<file path="config.mk">
export PLATFORM = sky130hd
export DESIGN_NAME = mips_multicycle_core
export DESIGN_NICKNAME = d
export VERILOG_FILES = /design/src/rtl/mips_pkg.sv /design/src/rtl/mips_regfile.sv /design/src/rtl/mips_multicycle_core.sv
export SDC_FILE = /design/constraint.sdc
export NUM_CORES = 2
export LEC_CHECK = 0
export BUFFER_PORTS_ARGS = -buffer_cell sky130_fd_sc_hd__buf_2
export CORE_ASPECT_RATIO = 1.2
export CORE_MARGIN = 3
export CORE_UTILIZATION = 50
export DETAILED_ROUTE_END_ITERATION = 16
export PLACE_DENSITY = 0.7
export SLEW_MARGIN = 20
export SYNTH_ARGS = -nofsm -noshare
export SYNTH_HDL_FRONTEND = slang
export SYNTH_SLANG_ARGS = --single-unit
</file>
<file path="constraint.sdc">
create_clock -name clk -period 7.2 [get_ports clk]
set_clock_uncertainty 0.2 [all_clocks]
set_input_delay 0.36 -clock clk [delete_from_list [all_inputs] [get_ports clk]]
set_output_delay 0.36 -clock clk [all_outputs]
set_load 0.05 [all_outputs]
</file>
<file path="src/rtl/mips_pkg.sv">
// ============================================================================
// mips_pkg : opcodes, functs, FSM states and ALU helpers for the MIPS core
// Revision : 1.0
// ============================================================================
`default_nettype none

package mips_pkg;

  localparam logic [5:0] OP_RTYPE = 6'h00;
  localparam logic [5:0] OP_LW    = 6'h23;
  localparam logic [5:0] OP_SW    = 6'h2B;
  localparam logic [5:0] OP_BEQ   = 6'h04;
  localparam logic [5:0] OP_ADDI  = 6'h08;
  localparam logic [5:0] OP_J     = 6'h02;

  localparam logic [5:0] FN_ADD = 6'h20;
  localparam logic [5:0] FN_SUB = 6'h22;
  localparam logic [5:0] FN_AND = 6'h24;
  localparam logic [5:0] FN_OR  = 6'h25;
  localparam logic [5:0] FN_SLT = 6'h2A;

  typedef enum logic [2:0] {
    ALU_AND = 3'b000,
    ALU_OR  = 3'b001,
    ALU_ADD = 3'b010,
    ALU_SUB = 3'b110,
    ALU_SLT = 3'b111
  } alu_ctrl_e;

  typedef enum logic [3:0] {
    S_FETCH    = 4'd0,
    S_DECODE   = 4'd1,
    S_MEMADR   = 4'd2,
    S_MEMREAD  = 4'd3,
    S_MEMWB    = 4'd4,
    S_MEMWRITE = 4'd5,
    S_EXECUTE  = 4'd6,
    S_ALUWB    = 4'd7,
    S_BEQEX    = 4'd8,
    S_ADDIEX   = 4'd9,
    S_ADDIWB   = 4'd10,
    S_JEX      = 4'd11
  } state_e;

  function automatic logic funct_supported(input logic [5:0] fn);
    return (fn == FN_ADD) || (fn == FN_SUB) || (fn == FN_AND) ||
           (fn == FN_OR)  || (fn == FN_SLT);
  endfunction

  function automatic alu_ctrl_e funct_alu(input logic [5:0] fn);
    alu_ctrl_e ctrl;
    case (fn)
      FN_SUB:  ctrl = ALU_SUB;
      FN_AND:  ctrl = ALU_AND;
      FN_OR:   ctrl = ALU_OR;
      FN_SLT:  ctrl = ALU_SLT;
      default: ctrl = ALU_ADD;
    endcase
    return ctrl;
  endfunction

  function automatic logic [31:0] alu_op(input alu_ctrl_e ctrl,
                                         input logic [31:0] a,
                                         input logic [31:0] b);
    logic [31:0] y;
    case (ctrl)
      ALU_AND: y = a & b;
      ALU_OR:  y = a | b;
      ALU_SUB: y = a - b;
      ALU_SLT: y = ($signed(a) < $signed(b)) ? 32'd1 : 32'd0;
      default: y = a + b;
    endcase
    return y;
  endfunction

endpackage

`default_nettype wire

</file>
<file path="src/rtl/mips_regfile.sv">
// ============================================================================
// mips_regfile : 32x32 register file, 2 async read / 1 sync write, $0 fixed 0
// Revision     : 1.0
// ============================================================================
`default_nettype none

module mips_regfile #(
  parameter int unsigned N = 32
) (
  input  logic         clk,
  input  logic         rst,
  input  logic [4:0]   ra1_i,
  input  logic [4:0]   ra2_i,
  input  logic         we_i,
  input  logic [4:0]   wa_i,
  input  logic [N-1:0] wd_i,
  output logic [N-1:0] rd1_o,
  output logic [N-1:0] rd2_o
);

  logic [N-1:0] regs_q [32];

  always_ff @(posedge clk) begin
    if (rst) begin
      for (int i = 0; i < 32; i++) regs_q[i] <= '0;
    end else if (we_i && (wa_i != 5'd0)) begin
      regs_q[wa_i] <= wd_i;
    end
  end

  assign rd1_o = (ra1_i == 5'd0) ? '0 : regs_q[ra1_i];
  assign rd2_o = (ra2_i == 5'd0) ? '0 : regs_q[ra2_i];

endmodule

`default_nettype wire

</file>
<file path="src/rtl/mips_multicycle_core.sv">
// ============================================================================
// mips_multicycle_core : Harris & Harris style multicycle MIPS, unified memory
// Revision             : 1.0
// ============================================================================
`default_nettype none

module mips_multicycle_core
  import mips_pkg::*;
#(
  parameter int unsigned    N        = 32,
  parameter logic [N-1:0]   RESET_PC = '0
) (
  input  logic         clk,
  input  logic         rst,
  input  logic [N-1:0] read_data,
  output logic [N-1:0] write_data,
  output logic [N-1:0] write_addr,
  output logic         MemWrite
);

  state_e       state_q, state_d;
  logic [N-1:0] pc_q, ir_q, mdr_q, a_q, b_q, aluout_q;
  logic         memwrite_q;

  logic [5:0]   opcode, funct;
  logic [4:0]   rs, rt, rd;
  logic [N-1:0] imm_sext;
  logic [N-1:0] rf_rd1, rf_rd2, rf_wdata;
  logic [4:0]   rf_waddr;
  logic         rf_we;

  assign opcode   = ir_q[31:26];
  assign rs       = ir_q[25:21];
  assign rt       = ir_q[20:16];
  assign rd       = ir_q[15:11];
  assign funct    = ir_q[5:0];
  assign imm_sext = {{(N-16){ir_q[15]}}, ir_q[15:0]};

  always_comb begin
    state_d = S_FETCH;
    case (state_q)
      S_FETCH:  state_d = S_DECODE;
      S_DECODE: begin
        case (opcode)
          OP_LW, OP_SW: state_d = S_MEMADR;
          OP_RTYPE:     state_d = funct_supported(funct) ? S_EXECUTE : S_FETCH;
          OP_BEQ:       state_d = S_BEQEX;
          OP_ADDI:      state_d = S_ADDIEX;
          OP_J:         state_d = S_JEX;
          default:      state_d = S_FETCH;
        endcase
      end
      S_MEMADR:  state_d = (opcode == OP_LW) ? S_MEMREAD : S_MEMWRITE;
      S_MEMREAD: state_d = S_MEMWB;
      S_EXECUTE: state_d = S_ALUWB;
      S_ADDIEX:  state_d = S_ADDIWB;
      default:   state_d = S_FETCH;
    endcase
  end

  always_ff @(posedge clk) begin
    if (rst) begin
      state_q    <= S_FETCH;
      pc_q       <= RESET_PC;
      ir_q       <= '0;
      mdr_q      <= '0;
      a_q        <= '0;
      b_q        <= '0;
      aluout_q   <= '0;
      memwrite_q <= 1'b0;
    end else begin
      state_q    <= state_d;
      memwrite_q <= (state_d == S_MEMWRITE);
      case (state_q)
        S_FETCH: begin
          ir_q <= read_data;
          pc_q <= pc_q + N'(4);
        end
        S_DECODE: begin
          a_q      <= rf_rd1;
          b_q      <= rf_rd2;
          aluout_q <= pc_q + (imm_sext << 2);
        end
        S_MEMADR, S_ADDIEX: aluout_q <= a_q + imm_sext;
        S_MEMREAD:          mdr_q    <= read_data;
        S_EXECUTE:          aluout_q <= alu_op(funct_alu(funct), a_q, b_q);
        S_BEQEX:            if (a_q == b_q) pc_q <= aluout_q;
        S_JEX:              pc_q <= {pc_q[N-1:N-4], ir_q[25:0], 2'b00};
        default: ;
      endcase
    end
  end

  // Write-back sources; the register file's own clear wins while rst is high.
  assign rf_we    = (state_q == S_MEMWB) || (state_q == S_ALUWB) || (state_q == S_ADDIWB);
  assign rf_waddr = (state_q == S_ALUWB) ? rd : rt;
  assign rf_wdata = (state_q == S_MEMWB) ? mdr_q : aluout_q;

  mips_regfile #(.N(N)) u_regfile (
    .clk   (clk),
    .rst   (rst),
    .ra1_i (rs),
    .ra2_i (rt),
    .we_i  (rf_we),
    .wa_i  (rf_waddr),
    .wd_i  (rf_wdata),
    .rd1_o (rf_rd1),
    .rd2_o (rf_rd2)
  );

  // Gating with rst keeps an aborted store from reaching memory on the reset edge.
  assign MemWrite   = memwrite_q & ~rst;
  assign write_data = rst ? '0 : b_q;
  assign write_addr = (!rst && (state_q == S_MEMREAD || state_q == S_MEMWRITE))
                      ? aluout_q : pc_q;

endmodule

`default_nettype wire

</file>
==> impl_metrics.py <==
metrics = {
    "hold_path": {
        "worstHoldPathCells": 4,
        "hp-class": "in2reg",
        "hold_path_end": "mdr_q[30]",
        "hp-start": "read_data[30]",
    },
    "cts": {
        "cts_tree": "built",
        "post_cts_buffers": 0,
        "numCtsBuffers": 131,
        "insertion_delay_ps": 790,
        "cts.path.max_buffers": 3,
        "ctsResizeCount": 0,
        "cts_max_level": 4,
        "clock-root-buffer": "clkbuf_16",
        "path_clk_slew_ps": 60,
        "clock-sinks": 1231,
    },
    "worst_setup_path": {
        "r2r_start": "state_q[2]",
        "arrival_ps": 5570,
        "path_cells": "nand4_1 > a31oi_1 > nand2b_1 > nand3_1 > nor2_1 > nand2_2 > nand2b_2",
        "crit_path_max_incr_delay_ps": 1060,
        "critPathKind": "reg2reg",
        "reg2reg_slack_ps": 1820,
        "path_max_fanout": 33,
        "rr_worst_depth": 7,
        "timing.rr.end": "u_regfile.regs_q[11][17]",
        "crit_path_end_kind": "flip-flop",
        "required_ps": 7390,
        "critPathSlowestCell": "nand2b_2",
        "path_delay_family": "simple AND/OR/NAND/NOR gates",
        "cp-start-kind": "flip-flop",
        "cp_num_buf_inv": 0,
    },
    "finish": {
        "fin_nets": 5649,
        "final_cells": 7367,
        "seq_area_um2": 34900,
        "drive_gt1_frac": 0.217,
        "design_area_um2": 75700,
        "area_delta_synth_final_pct": 10.2,
        "filler_cell_count": 11000,
        "most-common-layout-cells": "1,289 x nor2_1, 1,024 x edfxtp_1, 640 x mux4_2",
        "multi_input_area_um2": 32100,
        "final_common_cell": "nor2_1",
    },
    "flow_run": {
        "drv_cap": 0,
    },
    "place": {
        "post-place-cells": 7081,
        "gp_congestion": 1.02,
        "hpwl_um": 169000,
        "io_buffer_count": 98,
        "place_area_um2": 71000,
    },
    "die": {
        "io_pins": 99,
        "dieWidth_um": 345,
        "fp.coreArea_um2": 136000,
        "die-area_um2": 142000,
        "rows": 148,
        "start_util": 0.505,
        "die_y_um": 412,
    },
    "routing": {
        "wl_per_cell_um": 32.7,
        "ant_nets": 0,
        "vias": 50400,
        "via_per_inst": 6.84,
        "drt-initial-drc-count": 7615,
        "drc": 0,
        "dr.pass1.iters": 6,
        "drt_wl_total_um": 241000,
    },
    "yosys": {
        "synthXorXnorAreaFrac": 0.0131,
        "synth_top_cell_area_share": 0.447,
        "yosysSeqAreaShare": 0.508,
        "synthCells": 5543,
        "avgSynthCellArea_um2": 12.4,
        "synth-simple-area-share": 0.112,
        "yosysWarnings": 0,
        "synth-main-ff-cell": "edfxtp_1",
        "synth-async-reset-ratio": 0,
        "synth_fa_ha_area_frac": 0.0297,
        "synth_edf_count": 1024,
        "synth_top_family_by_area": "multiplexers",
        "muxShareOfSynthArea": 0.230,
        "synth_area_leaders": "edfxtp_1 45%, mux4_2 21%, nor2_1 7.1%, dfxtp_1 6.0%, ha_1 2.9%",
        "syn_area_um2": 68800,
        "ys_ff_latch": 1231,
        "synthDistinctLibCells": 91,
        "synth_area_leader_cell": "edfxtp_1",
        "synth_compound_area_frac": 0.0720,
    },
    "run_status": {
        "outcome": "completed",
    },
    "sta": {
        "hold_viol": 0,
        "post-route-period-util": 0.747,
        "setup_viol": 0,
        "slew_headroom": 0.244,
        "finalSetupTns_ps": 0,
        "finalCriticalPeriod_ps": 5380,
        "rsz0062_at_grt": "no",
        "fmax_ghz": 0.186,
        "worstMarginPinSlew_ps": 1130,
        "finalMaxSlewViolations": 0,
    },
    "pwr": {
        "vdd_drop_max_v": 0.000288,
        "power_leakage_nw": 25.4,
        "power_density_nw_per_um2": 282,
    },
    "global_route": {
        "grt_pass1_vias": 48000,
        "grt_max_degree": 136,
        "track_usage": 0.340,
        "antenna_found_initial": 21,
        "grt_pass1_wl_um": 343000,
        "grt-ovfl-total": 0,
    },
}
-- through the flow --
stage	util	power, mW	setup WS [ps]	hold slack (ps)
CTS	0.556	21.1	2020	154
floorplan	-	12.2	3720	236
finish	0.556	21.3	1820	191
global placement	0.522	14.4	2100	254
global route	0.556	21.8	1710	212
detailed placement	0.522	14.5	2040	257
-- metal layers --
metal | global-route usage | vias up | routed length [um]
li1 | - | 20600 | -
met1 | 0.415 | 25100 | 78800
met2 | 0.529 | 3864 | 111000
met3 | 0.102 | 775 | 32600
met4 | 0.211 | 10 | 18500
met5 | 0 | - | 66
-- area by class of cell --
type,count,share of cell area
Clock buffer,161,0.0461
Sequential cell,1231,0.461
Tap cell,1800,0.0297
Inverter,113,0.00560
Antenna cell,10,0.000330
Clock inverter,75,0.00950
Timing Repair Buffer,232,0.0239
Multi-Input combinational cell,3745,0.424
-- cell families after synthesis --
| group | after synthesis |
|---|---|
| buf+inv | 598 |
| mux | 776 |
| simple gates | 1878 |
| other cells | 1 |
| fa+ha+maj | 161 |
| compound gates | 795 |
| xor+xnor | 103 |
| flops | 1231 |
-- cell usage after synthesis, types with 6 or more instances --
cell type and n:
a31oi_1 29, ha_1 157, and2_1 9, a22oi_1 18, clkbuf_1 336, o21ai_0 160
o211ai_1 21, a311oi_1 20, o21bai_1 25, xor2_1 23, dfxtp_1 207, buf_1 40
inv_1 111, nand2b_1 56, mux4_2 640, nand2_1 319, o22ai_1 15, nor3b_1 6
xnor2_1 80, o41ai_1 7, edfxtp_1 1024, nor3_1 56, o21a_1 11, nand3_1 35
a211oi_1 26, o21ai_1 13, nor2b_1 21, or3_1 6, a221oi_1 20, a21oi_1 305
mux2_2 33, mux2i_1 102, o31ai_1 15, nor4_1 14, buf_6 6, buf_2 98
a211o_1 7, and3_1 20, nor2_1 1292, nand4_1 14, a21o_1 43
-- flip-flops by register name, indices dropped and copies added, names as in the netlist, named ones only --
| signal | flops |
|---|---|
| memwrite_q | 1 |
| aluout_q | 32 |
| mdr_q | 32 |
| a_q | 32 |
| u_regfile.regs_q | 1024 |
| pc_q | 32 |
| b_q | 32 |
| ir_q | 32 |
| state_q | 4 |
-- power by group --
| group | total, mW | switching [mW] | internal [mW] | leakage (nW) |
|---|---|---|---|---|
| logic | 6.00 | 3.82 | 2.18 | 11.1 |
| registers | 8.59 | 0.540 | 8.05 | 12.2 |
| clock network | 6.74 | 2.97 | 3.78 | 2.06 |
-- worst register-to-register path: cells and delay by family, from the launching register on --
| family | cells | cell delay, ps |
|---|---|---|
| compound gates | 1 | 520 |
| flops | 1 | 840 |
| simple gates | 6 | 3390 |
-- how the worst max path moves through the flow --
stage          slack, ps        from  cells past startpoint                       end
2_1_floorplan       3720    ir_q[15]                      8   u_regfile.regs_q[24][0]
3_3_place_gp        2100  state_q[2]                      7  u_regfile.regs_q[19][16]
3_5_place_dp        2040  state_q[2]                      7  u_regfile.regs_q[19][16]
4_1_cts             2020  state_q[2]                      7  u_regfile.regs_q[19][16]
5_1_grt             1710  state_q[2]                      7  u_regfile.regs_q[19][15]
6_report            1820  state_q[2]                      7  u_regfile.regs_q[11][17]
-- repair_timing --
action                                 CTS  global route
setup endpoints to repair                0             0
hold buffers                            37             0
endpoints found under the hold margin  108             0
No activity file was read; power rests on OpenSTA's default activity.
